`src/rtl/find_max_sequencer_pkg.sv`:
```
// Shared types and constants for the find_MAX sequencer: FSM states, wait-counter type,
// datapath widths and the default gap/settle lengths.
package find_max_seq_pkg;

    localparam int DATA_W = 8;
    localparam int SEL_W  = 3;
    localparam int CNT_W  = 3;

    localparam int GAP_CYCLES_DEF    = 1;
    localparam int SETTLE_CYCLES_DEF = 2;

    typedef enum logic [2:0] {
        IDLE,
        START,
        SEND,
        GAP,
        SETTLE,
        RESULT
    } state_t;

    typedef logic [3:0] wait_cnt_t;

endpackage

```
`src/rtl/find_max_sequencer_if.sv`:
```
// Host/datapath-facing bundle of the find_MAX sequencer; master is the host/pattern side,
// slave is the sequencer itself.
interface find_max_sequencer_if;
    import find_max_seq_pkg::*;

    logic              op_valid;
    logic              op_ready;
    logic [CNT_W-1:0]  op_count;
    logic              in_valid;
    logic              in_ready;
    logic [DATA_W-1:0] in_data_a;
    logic [DATA_W-1:0] in_data_b;
    logic [DATA_W-1:0] in_data_c;
    logic [DATA_W-1:0] in_instruction;
    logic [SEL_W-1:0]  in_select;
    logic              fm_start;
    logic [CNT_W-1:0]  fm_count;
    logic              fm_valid;
    logic [DATA_W-1:0] fm_data_a;
    logic [DATA_W-1:0] fm_data_b;
    logic [DATA_W-1:0] fm_data_c;
    logic [DATA_W-1:0] fm_instruction;
    logic [SEL_W-1:0]  fm_select;
    logic [DATA_W-1:0] fm_second_maximum;
    logic              res_valid;
    logic              res_ready;
    logic [DATA_W-1:0] res_data;
    logic              busy;

    modport master (
        output op_valid, op_count, in_valid, in_data_a, in_data_b, in_data_c,
               in_instruction, in_select, res_ready, fm_second_maximum,
        input  op_ready, in_ready, fm_start, fm_count, fm_valid, fm_data_a, fm_data_b,
               fm_data_c, fm_instruction, fm_select, res_valid, res_data, busy
    );

    modport slave (
        input  op_valid, op_count, in_valid, in_data_a, in_data_b, in_data_c,
               in_instruction, in_select, res_ready, fm_second_maximum,
        output op_ready, in_ready, fm_start, fm_count, fm_valid, fm_data_a, fm_data_b,
               fm_data_c, fm_instruction, fm_select, res_valid, res_data, busy
    );

endinterface

```
`src/rtl/find_max_sequencer_wait_timer.sv`:
```
// Loadable 4-bit down-counter with a done flag; saturates at zero. Shared by the GAP and
// SETTLE phases of the sequencer.
module fms_wait_timer
    import find_max_seq_pkg::*;
(
    input  logic      clk,
    input  logic      rst_n,
    input  logic      load,
    input  wait_cnt_t load_val,
    output logic      done
);

    wait_cnt_t cnt_q, cnt_d;

    always_comb begin
        cnt_d = cnt_q;
        if (load) begin
            cnt_d = load_val;
        end else if (cnt_q != '0) begin
            cnt_d = cnt_q - 4'd1;
        end
    end

    always_ff @(posedge clk or negedge rst_n) begin
        if (!rst_n) begin
            cnt_q <= '0;
        end else begin
            cnt_q <= cnt_d;
        end
    end

    assign done = (cnt_q == '0);

endmodule

```
`src/rtl/find_max_sequencer.sv`:
```
// Sequencer in front of find_MAX: start pulse, paced triple stream, settle wait, result capture.
// Optional FMS_OP_CNT_EN adds a 16-bit count of completed result handshakes (op_done_cnt).
module find_max_sequencer
    import find_max_seq_pkg::*;
#(
    parameter int GAP_CYCLES    = GAP_CYCLES_DEF,
    parameter int SETTLE_CYCLES = SETTLE_CYCLES_DEF
) (
    input  logic                  clk,
    input  logic                  rst_n,
    find_max_sequencer_if.slave   bus
`ifdef FMS_OP_CNT_EN
    ,
    output logic [15:0]           op_done_cnt
`endif
);

    // Timer value 0 means "finish this cycle", so each phase loads its length minus one.
    // From SEND the last fm_valid cycle is itself the first SETTLE cycle, hence the extra one.
    localparam wait_cnt_t GAP_LOAD          = wait_cnt_t'((GAP_CYCLES > 0) ? GAP_CYCLES - 1 : 0);
    localparam wait_cnt_t SETTLE_LOAD_BEAT  = wait_cnt_t'(SETTLE_CYCLES);
    localparam wait_cnt_t SETTLE_LOAD_START = wait_cnt_t'(SETTLE_CYCLES - 1);

    state_t            state_q, state_d;
    logic [CNT_W-1:0]  count_q, count_d;
    logic [CNT_W-1:0]  beat_q, beat_d;
    logic              fm_start_q, fm_start_d;
    logic [CNT_W-1:0]  fm_count_q, fm_count_d;
    logic              fm_valid_q, fm_valid_d;
    logic [DATA_W-1:0] fm_a_q, fm_a_d, fm_b_q, fm_b_d, fm_c_q, fm_c_d;
    logic [DATA_W-1:0] fm_instr_q, fm_instr_d;
    logic [SEL_W-1:0]  fm_sel_q, fm_sel_d;
    logic [DATA_W-1:0] res_data_q, res_data_d;

    logic      tmr_load;
    wait_cnt_t tmr_val;
    logic      tmr_done;
    logic      last_beat;

    fms_wait_timer u_timer (
        .clk      (clk),
        .rst_n    (rst_n),
        .load     (tmr_load),
        .load_val (tmr_val),
        .done     (tmr_done)
    );

    assign last_beat = (({1'b0, beat_q} + 4'd1) == {1'b0, count_q});

    always_comb begin
        state_d    = state_q;
        count_d    = count_q;
        beat_d     = beat_q;
        fm_start_d = 1'b0;
        fm_count_d = '0;
        fm_valid_d = 1'b0;
        fm_a_d     = '0;
        fm_b_d     = '0;
        fm_c_d     = '0;
        fm_instr_d = '0;
        fm_sel_d   = '0;
        res_data_d = res_data_q;
        tmr_load   = 1'b0;
        tmr_val    = '0;
        case (state_q)
            IDLE: begin
                if (bus.op_valid) begin
                    count_d    = bus.op_count;
                    beat_d     = '0;
                    fm_start_d = 1'b1;
                    fm_count_d = bus.op_count;
                    state_d    = START;
                end
            end
            START: begin
                if (count_q == '0) begin
                    tmr_load = 1'b1;
                    tmr_val  = SETTLE_LOAD_START;
                    state_d  = SETTLE;
                end else begin
                    state_d = SEND;
                end
            end
            SEND: begin
                if (bus.in_valid) begin
                    fm_valid_d = 1'b1;
                    fm_a_d     = bus.in_data_a;
                    fm_b_d     = bus.in_data_b;
                    fm_c_d     = bus.in_data_c;
                    fm_instr_d = bus.in_instruction;
                    fm_sel_d   = bus.in_select;
                    beat_d     = beat_q + 3'd1;
                    if (last_beat) begin
                        tmr_load = 1'b1;
                        tmr_val  = SETTLE_LOAD_BEAT;
                        state_d  = SETTLE;
                    end else if (GAP_CYCLES > 0) begin
                        tmr_load = 1'b1;
                        tmr_val  = GAP_LOAD;
                        state_d  = GAP;
                    end
                end
            end
            GAP: begin
                if (tmr_done) begin
                    state_d = SEND;
                end
            end
            SETTLE: begin
                if (tmr_done) begin
                    res_data_d = bus.fm_second_maximum;
                    state_d    = RESULT;
                end
            end
            RESULT: begin
                if (bus.res_ready) begin
                    state_d = IDLE;
                end
            end
            default: state_d = IDLE;
        endcase
    end

    always_ff @(posedge clk or negedge rst_n) begin
        if (!rst_n) begin
            state_q    <= IDLE;
            count_q    <= '0;
            beat_q     <= '0;
            fm_start_q <= 1'b0;
            fm_count_q <= '0;
            fm_valid_q <= 1'b0;
            fm_a_q     <= '0;
            fm_b_q     <= '0;
            fm_c_q     <= '0;
            fm_instr_q <= '0;
            fm_sel_q   <= '0;
            res_data_q <= '0;
        end else begin
            state_q    <= state_d;
            count_q    <= count_d;
            beat_q     <= beat_d;
            fm_start_q <= fm_start_d;
            fm_count_q <= fm_count_d;
            fm_valid_q <= fm_valid_d;
            fm_a_q     <= fm_a_d;
            fm_b_q     <= fm_b_d;
            fm_c_q     <= fm_c_d;
            fm_instr_q <= fm_instr_d;
            fm_sel_q   <= fm_sel_d;
            res_data_q <= res_data_d;
        end
    end

    assign bus.op_ready       = (state_q == IDLE);
    assign bus.in_ready       = (state_q == SEND);
    assign bus.res_valid      = (state_q == RESULT);
    assign bus.busy           = (state_q != IDLE);
    assign bus.res_data       = res_data_q;
    assign bus.fm_start       = fm_start_q;
    assign bus.fm_count       = fm_count_q;
    assign bus.fm_valid       = fm_valid_q;
    assign bus.fm_data_a      = fm_a_q;
    assign bus.fm_data_b      = fm_b_q;
    assign bus.fm_data_c      = fm_c_q;
    assign bus.fm_instruction = fm_instr_q;
    assign bus.fm_select      = fm_sel_q;

`ifdef FMS_OP_CNT_EN
    logic [15:0] op_cnt_q, op_cnt_d;

    always_comb begin
        op_cnt_d = op_cnt_q;
        if (state_q == RESULT && bus.res_ready) begin
            op_cnt_d = op_cnt_q + 16'd1;
        end
    end

    always_ff @(posedge clk or negedge rst_n) begin
        if (!rst_n) begin
            op_cnt_q <= '0;
        end else begin
            op_cnt_q <= op_cnt_d;
        end
    end

    assign op_done_cnt = op_cnt_q;
`endif

endmodule

```
`src/flat_wrapper.sv`:
```
// flat-port wrapper written by rule: the top's interface ports become plain ports
module find_max_sequencer_flat import find_max_seq_pkg::*;
#(
    parameter int GAP_CYCLES    = GAP_CYCLES_DEF,
    parameter int SETTLE_CYCLES = SETTLE_CYCLES_DEF
)
  (clk, rst_n, bus_op_valid, bus_op_count, bus_in_valid, bus_in_data_a, bus_in_data_b, bus_in_data_c, bus_in_instruction, bus_in_select, bus_res_ready, bus_fm_second_maximum, bus_op_ready, bus_in_ready, bus_fm_start, bus_fm_count, bus_fm_valid, bus_fm_data_a, bus_fm_data_b, bus_fm_data_c, bus_fm_instruction, bus_fm_select, bus_res_valid, bus_res_data, bus_busy);
  find_max_sequencer_if bus_i ();
  input  logic clk;
  input  logic rst_n;
  input wire logic [$bits(bus_i.op_valid)-1:0] bus_op_valid;
  input wire logic [$bits(bus_i.op_count)-1:0] bus_op_count;
  input wire logic [$bits(bus_i.in_valid)-1:0] bus_in_valid;
  input wire logic [$bits(bus_i.in_data_a)-1:0] bus_in_data_a;
  input wire logic [$bits(bus_i.in_data_b)-1:0] bus_in_data_b;
  input wire logic [$bits(bus_i.in_data_c)-1:0] bus_in_data_c;
  input wire logic [$bits(bus_i.in_instruction)-1:0] bus_in_instruction;
  input wire logic [$bits(bus_i.in_select)-1:0] bus_in_select;
  input wire logic [$bits(bus_i.res_ready)-1:0] bus_res_ready;
  input wire logic [$bits(bus_i.fm_second_maximum)-1:0] bus_fm_second_maximum;
  output wire logic [$bits(bus_i.op_ready)-1:0] bus_op_ready;
  output wire logic [$bits(bus_i.in_ready)-1:0] bus_in_ready;
  output wire logic [$bits(bus_i.fm_start)-1:0] bus_fm_start;
  output wire logic [$bits(bus_i.fm_count)-1:0] bus_fm_count;
  output wire logic [$bits(bus_i.fm_valid)-1:0] bus_fm_valid;
  output wire logic [$bits(bus_i.fm_data_a)-1:0] bus_fm_data_a;
  output wire logic [$bits(bus_i.fm_data_b)-1:0] bus_fm_data_b;
  output wire logic [$bits(bus_i.fm_data_c)-1:0] bus_fm_data_c;
  output wire logic [$bits(bus_i.fm_instruction)-1:0] bus_fm_instruction;
  output wire logic [$bits(bus_i.fm_select)-1:0] bus_fm_select;
  output wire logic [$bits(bus_i.res_valid)-1:0] bus_res_valid;
  output wire logic [$bits(bus_i.res_data)-1:0] bus_res_data;
  output wire logic [$bits(bus_i.busy)-1:0] bus_busy;
  assign bus_i.op_valid = bus_op_valid;
  assign bus_i.op_count = bus_op_count;
  assign bus_i.in_valid = bus_in_valid;
  assign bus_i.in_data_a = bus_in_data_a;
  assign bus_i.in_data_b = bus_in_data_b;
  assign bus_i.in_data_c = bus_in_data_c;
  assign bus_i.in_instruction = bus_in_instruction;
  assign bus_i.in_select = bus_in_select;
  assign bus_i.res_ready = bus_res_ready;
  assign bus_i.fm_second_maximum = bus_fm_second_maximum;
  assign bus_op_ready = bus_i.op_ready;
  assign bus_in_ready = bus_i.in_ready;
  assign bus_fm_start = bus_i.fm_start;
  assign bus_fm_count = bus_i.fm_count;
  assign bus_fm_valid = bus_i.fm_valid;
  assign bus_fm_data_a = bus_i.fm_data_a;
  assign bus_fm_data_b = bus_i.fm_data_b;
  assign bus_fm_data_c = bus_i.fm_data_c;
  assign bus_fm_instruction = bus_i.fm_instruction;
  assign bus_fm_select = bus_i.fm_select;
  assign bus_res_valid = bus_i.res_valid;
  assign bus_res_data = bus_i.res_data;
  assign bus_busy = bus_i.busy;
  find_max_sequencer #(.GAP_CYCLES(GAP_CYCLES), .SETTLE_CYCLES(SETTLE_CYCLES)) u_core (.clk(clk), .rst_n(rst_n), .bus(bus_i));
endmodule
```
`config.mk`:
```
export PLATFORM = sky130hd
export DESIGN_NAME = find_max_sequencer_flat
export DESIGN_NICKNAME = d
export VERILOG_FILES = /design/src/rtl/find_max_sequencer_pkg.sv /design/src/rtl/find_max_sequencer_if.sv /design/src/rtl/find_max_sequencer_wait_timer.sv /design/src/rtl/find_max_sequencer.sv /design/src/flat_wrapper.sv
export SDC_FILE = /design/constraint.sdc
export NUM_CORES = 1
export LEC_CHECK = 0
export ABC_AREA = 1
export CAP_MARGIN = 15
export CORE_MARGIN = 3
export CORE_UTILIZATION = 45
export CTS_BUF_LIST = sky130_fd_sc_hd__clkbuf_8
export DETAILED_ROUTE_END_ITERATION = 7
export PLACE_DENSITY = 0.82
export SYNTH_ARGS = -nofsm -noshare
export SYNTH_HDL_FRONTEND = slang
export SYNTH_HIERARCHICAL = 1
export SYNTH_SLANG_ARGS = --single-unit
```
`constraint.sdc`:
```
create_clock -name clk -period 2.09 [get_ports clk]
set_clock_uncertainty 0.1 [all_clocks]
set_input_delay 0.418 -clock clk [delete_from_list [all_inputs] [get_ports clk]]
set_output_delay 0.418 -clock clk [all_outputs]
set_load 0.01 [all_outputs]
```
======== Yosys cells after proc, flatten, opt, wreduce, memory -nomap -nowiden ========
Cells that the tools add are included.
W data, S select, Z words.
storage, ports and cells
  input bits .............................. 51
  output and inout port bits .............. 52
  register bits after elaboration ......... 61
  logic and storage cells ................. 73
cells by class
  equality and inequality tests ........... 11
  add/sub/neg operators ................... 3
  mux-type cells .......................... 35
  reduce and logical (&&, ||, !) cells .... 11
operator list
  cell                   count
  $mux W8                8
  $mux W3                13
  $pmux W3 S6            1
  $mux W4                3
  $pmux W4 S2            1
  $eq A3 B2 Y1 const B   2
  $eq A3 B3 Y1 const B   2
  $logic_not A3 Y1       2
  $mux W1                6
  $ne A2 B2 Y1 const B   3
  $pmux W3 S2            1
  $reduce_and A5 Y1      1
  $add A3 B1 Y4 const B  1
  $eq A4 B3 Y1           1
  $logic_not A4 Y1       1
  $ne A2 B1 Y1 const B   2
  $reduce_and A2 Y1      2
  $reduce_bool A2 Y1     2
  $reduce_bool A4 Y1     1
  $sub A4 B1 Y4 const B  1
  $add A3 B1 Y3 const B  1
  $eq A3 B1 Y1 const B   1
  $reduce_and A3 Y1      1
  $reduce_bool A3 Y1     1
  2 further kinds        2

======== Longest topological paths before layout ========
Gate-level depths: netlist (run 1).
  depth after elaboration ................. 6
  depth in mapped cells ................... 12
  gate-level depth less buffers ........... 12

======== By module ========
Netlist (run 1), hierarchy kept.
modules (own cells, without submodules)
  module              sequential area each (um^2)  instances  area each (um^2)  cells an instance
  find_max_sequencer  1426.4                       1          2386.0            230
  fms_wait_timer      100.1                        1          242.7             34

======== Least setup slack after synthesis (run 1) ========
Ideal clock, no wire load.
  kind .................................... register to register
  start ................................... register u_core.state_q[0]
  end ..................................... register u_core.u_timer.cnt_q[3]
  data arrival time ....................... 1.560 ns
  cell stages (with the launch flop) ...... 10
  clock period less this slack ............ 1.776 ns
  library setup time ...................... 0.116 ns
  setup slack ............................. 0.314 ns
  required time ........................... 1.874 ns
  path through ............................ dfrtp_1 -> nor3_4 -> nand2_2 -> buf_6 -> o21ai_0 -> inv_1 -> nand2_1 -> inv_1 -> nand2_1 -> nand2_1
on the way
  cells in the longest elaborated chain, start to end .. 3
  elaborated cells between the ends (all ways) .. 6
  those cells by class .................... eq/ne: 2; mux: 3; reduce/logical: 1
ends and longest elaborated chain
  what                                           RTL line                             source
  start: declaration                             find_max_sequencer.sv:24             state_t state_q, state_d;
  start signal: assignment                       find_max_sequencer.sv:139            state_q <= state_d;
  $eq A3 B2 Y1 (*)                               -
  net bus_in_ready                               flat_wrapper.sv:22                   output wire logic [$bits(bus_i.in_ready)-1:0] bus_in_ready;
  $pmux W1 S2 (*)                                find_max_sequencer.sv:65             case (state_q)
  net u_core.tmr_load                            find_max_sequencer.sv:35             logic tmr_load;
  $mux W4 or $reduce_bool A2 Y1 (tied branches)  -
  end signal: assignment                         find_max_sequencer_wait_timer.sv:28  cnt_q <= cnt_d;
  end: declaration                               find_max_sequencer_wait_timer.sv:13  wait_cnt_t cnt_q, cnt_d;
Mark *: on every way through the listed nets, which the timed path passes. The rest lies on a longest branch.
A chain may end at the register's enable or synchronous reset.

======== Final worst setup path (run 1) ========
  start ................................... register u_core.state_q[0]
  end ..................................... output port bus_busy
on the way
  cells in the longest elaborated chain, start to end .. 1
ends and longest elaborated chain
  what                RTL line                   source
  $reduce_bool A3 Y1  find_max_sequencer.sv:157  assign bus.busy = (state_q != IDLE);
  end: declaration    flat_wrapper.sv:33         output wire logic [$bits(bus_i.busy)-1:0] bus_busy;
Every way passes these cells.

==> results of run 1 <==
[registers in the layout, indices dropped and copies added, names as in the netlist]
signal and flops:
u_core/u_timer/cnt_q 4, u_core/bus.fm_count 3, u_core/bus.fm_valid 1, u_core/bus.fm_data_a 8
u_core/bus.fm_select 3, u_core/state_q 3, u_core/bus.res_data 8, u_core/bus.fm_data_b 8
u_core/bus.fm_start 1, u_core/count_q 3, u_core/bus.fm_instruction 8, u_core/beat_q 3
u_core/bus.fm_data_c 8
[critical path, delay by kind of cell, from the launching register on]
family | cells | cell delay, ps
buf+inv | 3 | 440
simple gates | 2 | 270
flops | 1 | 450
[timing repair]
action	4_1_cts	5_1_grt
endpoints found under the setup margin	4	2
resized for setup	7	2
hold buffers	1	0
setup buffers	1	0
hold endpoints to repair	4	0
[power by group through the flow]
stage / Combinational [mW] / Sequential [mW] / Clock (mW)
floorplan: 0.945 / 1.75 / 0
global placement: 1.75 / 1.66 / 0
detailed placement: 1.80 / 1.68 / 0
CTS: 1.82 / 1.67 / 1.10
global route: 2.03 / 1.70 / 1.17
finish: 1.85 / 1.67 / 1.08
[cell usage in the layout (no fill, tap or decap), drive strengths merged, types with 3 or more instances in the layout]
master / count
clkdlybuf4s50: 97
dfrtp: 61
inv: 60
nand2: 52
nor2: 49
clkbuf: 12
nand3: 11
mux2: 8
o21ai: 8
buf: 7
dlygate4sd2: 4
clkinv: 3
o22ai: 3
[path summary, 6_finish.rpt]
| check | from | endpoint | slack, ps |
|---|---|---|---|
| worst max-delay path | u_core/state_q[0]$_DFFE_PN0P_ | bus_busy | 100 |
| worst min-delay path | rst_n | u_core/bus.fm_count[1]$_DFF_PN0_ | 340 |
| worst max register to register | u_core/state_q[2]$_DFFE_PN0P_ | u_core/u_timer/cnt_q[3]$_DFFE_PN0P_ | 180 |
| worst min register to register | u_core/bus.res_data[5]$_DFFE_PN0P_ | u_core/bus.res_data[5]$_DFFE_PN0P_ | 410 |
| max in group asynchronous | rst_n | u_core/state_q[2]$_DFFE_PN0P_ | 1030 |
| min in group clk | u_core/bus.res_data[5]$_DFFE_PN0P_ | u_core/bus.res_data[5]$_DFFE_PN0P_ | 410 |
[logic make-up after synthesis]
group                      after synthesis  synth area share (%)
AOI/OAI and AO/OA                       14                  2.90
xor gates and xnor gates                 1                 0.333
adders and majority gates                2                 0.952
buffers and inverters                   64                  10.7
DFF                                     61                  58.1
muxes                                    8                  3.43
other                                    1                 0.143
and+or+nand+nor                        113                  23.5
[area by class of cell]
cell class | count | area share [%]
sequential | 61 | 38.4
multi-input combinational | 140 | 21.0
inverter | 60 | 5.66
clock inverter | 4 | 1.13
tap | 72 | 2.26
timing repair buffer | 109 | 27.4
clock buffer | 12 | 4.15
[routing by layer]
layer | wire length [µm] | track usage, % | share of wire, % | up-vias
met2 | 3010 | 30.7 | 52 | 81
met4 | 99 | 9.47 | 1.7 | 0
met3 | 559 | 7.81 | 9.6 | 13
li1 | - | - | - | 1010
met1 | 2140 | 19.4 | 37 | 989
met5 | 0 | 0 | 0 | -
[metrics by stage]
step | cells | util, % | instance area (µm²) | power, mW | setup TNS [ps]
detailed placement | 440 | 67.2 | 3750 | 3.48 | 0
floorplan | 265 | - | 2630 | 2.70 | 0
CTS | 458 | 71.3 | 3970 | 4.59 | 0
global route | 458 | 71.4 | 3980 | 4.90 | -9.46
finish | 458 | 71.4 | 3980 | 4.60 | 0
global placement | 440 | 67.2 | 3750 | 3.42 | 0
==> flow_summary.ini, run 1 <==
[placed_design]
dp.final_hpwl_mm = 4.21
io_buffers = 102
gp_congestion = 0.854
pre_cts_slack_ps = 184

[timing]
setup_viol = 0
hold_slack_ps = 339
fmax_ghz = 0.502
min_period_ps = 1990
fin_ws_ps = 96.6
worst_pin_slew_ps = 641
slew_violations = 0
relSlewSlack_pct = 56.8
fin_crit_sh_pct = 95.4
hold_viol = 0

[synth]
seq_area_frac_synth_pct = 58.1
synthCells = 264
synthArstFlopShare_pct = 100
synth_edf_count = 0
synth_area_um2 = 2630
ys_types = 23
yosysWarningCount = 6
ys_ff_latch = 61
syn-mean-instance-area_um2 = 9.96
ys_top_cells_by_count = 61 x dfrtp_1, 57 x inv_1, 50 x nand2_1
synth_ff_type = dfrtp_1
synth_top_area_cell = dfrtp_1
yosys.cell_count.top_type = dfrtp_1
synth_area_leaders = dfrtp_1 58%, nor2_4 8.6%, inv_1 8.1%
synth_top_cell_area_share_pct = 58.1

[detailed_routing]
drtIter0Drc = 127
drc_errors = 0
first_pass_iters = 4
ant_nets = 0
vias = 2093
routedWlPerCell_um = 12.7
wirelength_mm = 5.81
viasPerCell = 4.57

[flow_run]
cap_violations = 0

[cts]
cts_buffers = 9
htree_levels = 3
cts_tree = yes
clock_path_buffers = 2
clkSinkCount = 61
path_clk_slew_ps = 70
clk_latency_ps = 320
cts_root_buf = clkbuf_8

[layout]
nets = 434
diodes = 0
drive_above_1_share_pct = 16.8
fillers = 406
multi_input_area_um2 = 836
area_growth_pct = 51.5
register_area_um2 = 1530

[floorplan]
core.rowCount = 27
die_w_um = 82.4
io_pins = 103
die_area_um2 = 6790
fp.dieH_um = 82.4
coreArea_um2 = 5570
start_util_pct = 47.2

[global_routing]
gr-total-overflow = 0
grt_max_degree = 58
first_global_vias = 2053
grt_pass1_wl_mm = 9.14
grt_usage_pct = 18.3
antenna_found_initial = 0

[outcome]
outcome = completed

[critical_path]
cp-end-kind = primary output
cp.arrival_ps = 1480
crit_required_ps = 1570
cp-start-kind = flip-flop
reg2reg_depth = 8
crit_chain = nor2_2 -> inv_1 -> nor2_4 -> inv_1 -> dlygate4sd2_1
slowest_delay_ps = 450
criticalPathCategory = reg2out
crit_fanout = 5
worst_path_most_repeated_cell = inv_1
crit_slowest_cell = dfrtp_2

[power_and_ir_drop]
ir_worst_vdd_uv = 571
leakage_nw = 1.98
internal_power_mw = 3.00
combPwrFrac_pct = 40.2
p_switching_mw = 1.60
power_density_nw_per_um2 = 1150
swShare_pct = 34.7
clkPwrFrac_pct = 23.4
seq_power_share_pct = 36.4

[hold_path]
min_path_type = in2async
(Power assumes the default switching activity.)
==> run 2, diff against run 1 <==
==> constraint.sdc (replaced) <==
create_clock -name clk -period 2.26 [get_ports clk]
set_clock_uncertainty 0.1 [all_clocks]
set_input_delay 0.452 -clock clk [delete_from_list [all_inputs] [get_ports clk]]
set_output_delay 0.452 -clock clk [all_outputs]
set_load 0.01 [all_outputs]
==> run 2 against run 1 <==
  * Sequential share of layout area increased by 0.23 points
  * Final cell count decreased by 0.22%
  * Total power decreased by 7.9%
  * Global-route usage increased by 0.31 points
  * First-iteration DRC count decreased by 25%
  * Sequential power decreased by 7%
  * Critical path depth unchanged
==> flow_summary.ini, run 2 (synthesis gave the netlist of run 1 again) <==
[outcome]
outcome = completed

[critical_path]
criticalPathCategory = reg2out
crit_slowest_cell = dfrtp_2
crit_required_ps = 1710
crit-reg2reg-launch = u_core/state_q[2]$_DFFE_PN0P_
startpoint = u_core/state_q[0]$_DFFE_PN0P_
cp-end-kind = primary output
cp-start-kind = flip-flop
timing.critical_path.buf_inv = 3
crit_family = buffers and inverters
crit_chain = nor2_2 -> inv_1 -> nor2_2 -> inv_1 -> dlygate4sd2_1
slowest_delay_ps = 470
crit_fanout = 7
cp.arrival_ps = 1590

[layout]
area_growth_pct = 50.5
final_common_cell = clkdlybuf4s50_1
nets = 434
drive_above_1_share_pct = 16.1
post-route-util_pct = 71.0
fin_cells = 457
final_cell_mix = 98 x clkdlybuf4s50_1, 59 x dfrtp_1, 58 x inv_1
diodes = 0
design_area_um2 = 3960

[power_and_ir_drop]
combPwrFrac_pct = 39.1
p_switching_mw = 1.44
swShare_pct = 34.1
internal_power_mw = 2.79
seq_power_share_pct = 36.6
power_density_nw_per_um2 = 1070
p_total_mw = 4.23
ir_worst_vdd_uv = 499
leakage_nw = 1.98
clkPwrFrac_pct = 24.3

[floorplan]
start_util_pct = 47.2
io_pins = 103
coreArea_um2 = 5570
die_w_um = 82.4
fp.dieH_um = 82.4
die_area_um2 = 6790
core.rowCount = 27

[detailed_routing]
vias = 2071
drc_errors = 0
drtIter0Drc = 95
wirelength_mm = 5.80
ant_nets = 0
viasPerCell = 4.53
first_pass_iters = 4
routedWlPerCell_um = 12.7

[cts]
path_clk_slew_ps = 70
cts_root_buf = clkbuf_8
cts_tree = yes
htree_levels = 3
clock_path_buffers = 2
cts_buffers = 9
clk_latency_ps = 320
clkSinkCount = 61

[hold_path]
min_path_type = in2async

[global_routing]
grt_max_degree = 37
gr-total-overflow = 0
grt_pass1_wl_mm = 9.41
grt_usage_pct = 18.6
first_global_vias = 2119
antenna_found_initial = 0

[placed_design]
post_dp_cell_area_um2 = 3730
dp.cells = 441
io_buffers = 102
dp.final_hpwl_mm = 4.35
gp_congestion = 0.797
pre_cts_slack_ps = 184

[timing]
fin_ws_ps = 122
rsz0062_at_grt = false
fin_setup_tns_ps = 0
min_period_ps = 2140
relSlewSlack_pct = 52.1
worst_pin_slew_ps = 711
slew_violations = 0
setup_viol = 0
hold_slack_ps = 369
fmax_ghz = 0.468
hold_viol = 0
fin_crit_sh_pct = 94.6

[flow_run]
cap_violations = 0
-- run 2: changes by cell type in the layout (fill, tap and decap cells not counted), moves of 2 or more --
| cell | before | now |
|---|---|---|
| buf_12 | 2 | 0 |
| clkinv_2 | 3 | 1 |
| buf_4 | 4 | 6 |
| clkbuf_8 | 12 | 10 |
| dlygate4sd2_1 | 4 | 2 |
-- run 2: area by class of cell --
type | instances | area (µm²)
Fill cell | 421 | 1620
Sequential cell | 61 | 1530
Timing Repair Buffer | 109 | 1070
Multi-Input combinational cell | 140 | 828
Inverter | 60 | 225
Clock buffer | 10 | 138
Tap cell | 72 | 90.1
Clock inverter | 5 | 76.3
-- run 2: worst paths after layout --
path	end	slack (ps)	depth (start not counted)
max in group asynchronous	u_core/beat_q[1]$_DFFE_PN0P_	1050	3
min in group clk	u_core/bus.res_data[0]$_DFFE_PN0P_	400	1
min	u_core/bus.fm_count[2]$_DFF_PN0_	370	2
min reg2reg	u_core/bus.res_data[0]$_DFFE_PN0P_	400	1
max	bus_busy	120	5
max reg2reg	u_core/u_timer/cnt_q[3]$_DFFE_PN0P_	350	8
-- run 2: per-layer routing --
metal	share of wire, %	track usage [%]	vias to the layer above
met1	38	20.4	965
met5	0	0	-
met4	1.4	7.31	0
li1	-	-	1011
met3	9.2	7.05	9
met2	51	32.2	86
-- run 2: power by group through the flow --
stage / clock network [mW] / logic (mW) / registers [mW]
floorplan: 0 / 0.874 / 1.62
global placement: 0 / 1.60 / 1.54
detailed placement: 0 / 1.64 / 1.56
CTS: 1.06 / 1.66 / 1.54
global route: 1.11 / 1.84 / 1.58
finish: 1.03 / 1.65 / 1.55
-- run 2: worst register-to-register path: cells and delay by family (launching register included) --
kind / cells / cell delay [ps]
compound gates: 1 / 600
flops: 1 / 460
buf+inv: 3 / 320
simple gates: 4 / 330
-- run 2: timing repair --
action | 4_1_cts | 5_1_grt
resized for setup | 4 | 2
setup endpoints to repair | 2 | 1
cloned | 0 | 0
buffers inserted | 0 | 0
hold buffers | 1 | 0
hold endpoints to repair | 3 | 0
==> run 3, diff against run 2 <==
--- a/config.mk
+++ b/config.mk
@@ -6,7 +6,7 @@
 export NUM_CORES = 1
 export LEC_CHECK = 0
 export ABC_AREA = 1
-export CAP_MARGIN = 15
+export CAP_MARGIN = 0
 export CORE_MARGIN = 3
 export CORE_UTILIZATION = 45
 export CTS_BUF_LIST = sky130_fd_sc_hd__clkbuf_8
@@ -16,3 +16,4 @@
 export SYNTH_HDL_FRONTEND = slang
 export SYNTH_HIERARCHICAL = 1
 export SYNTH_SLANG_ARGS = --single-unit
+export TNS_END_PERCENT = 5
==> results of run 3 <==
No change in the layout: final DEF, timing and power equal those of run 2.
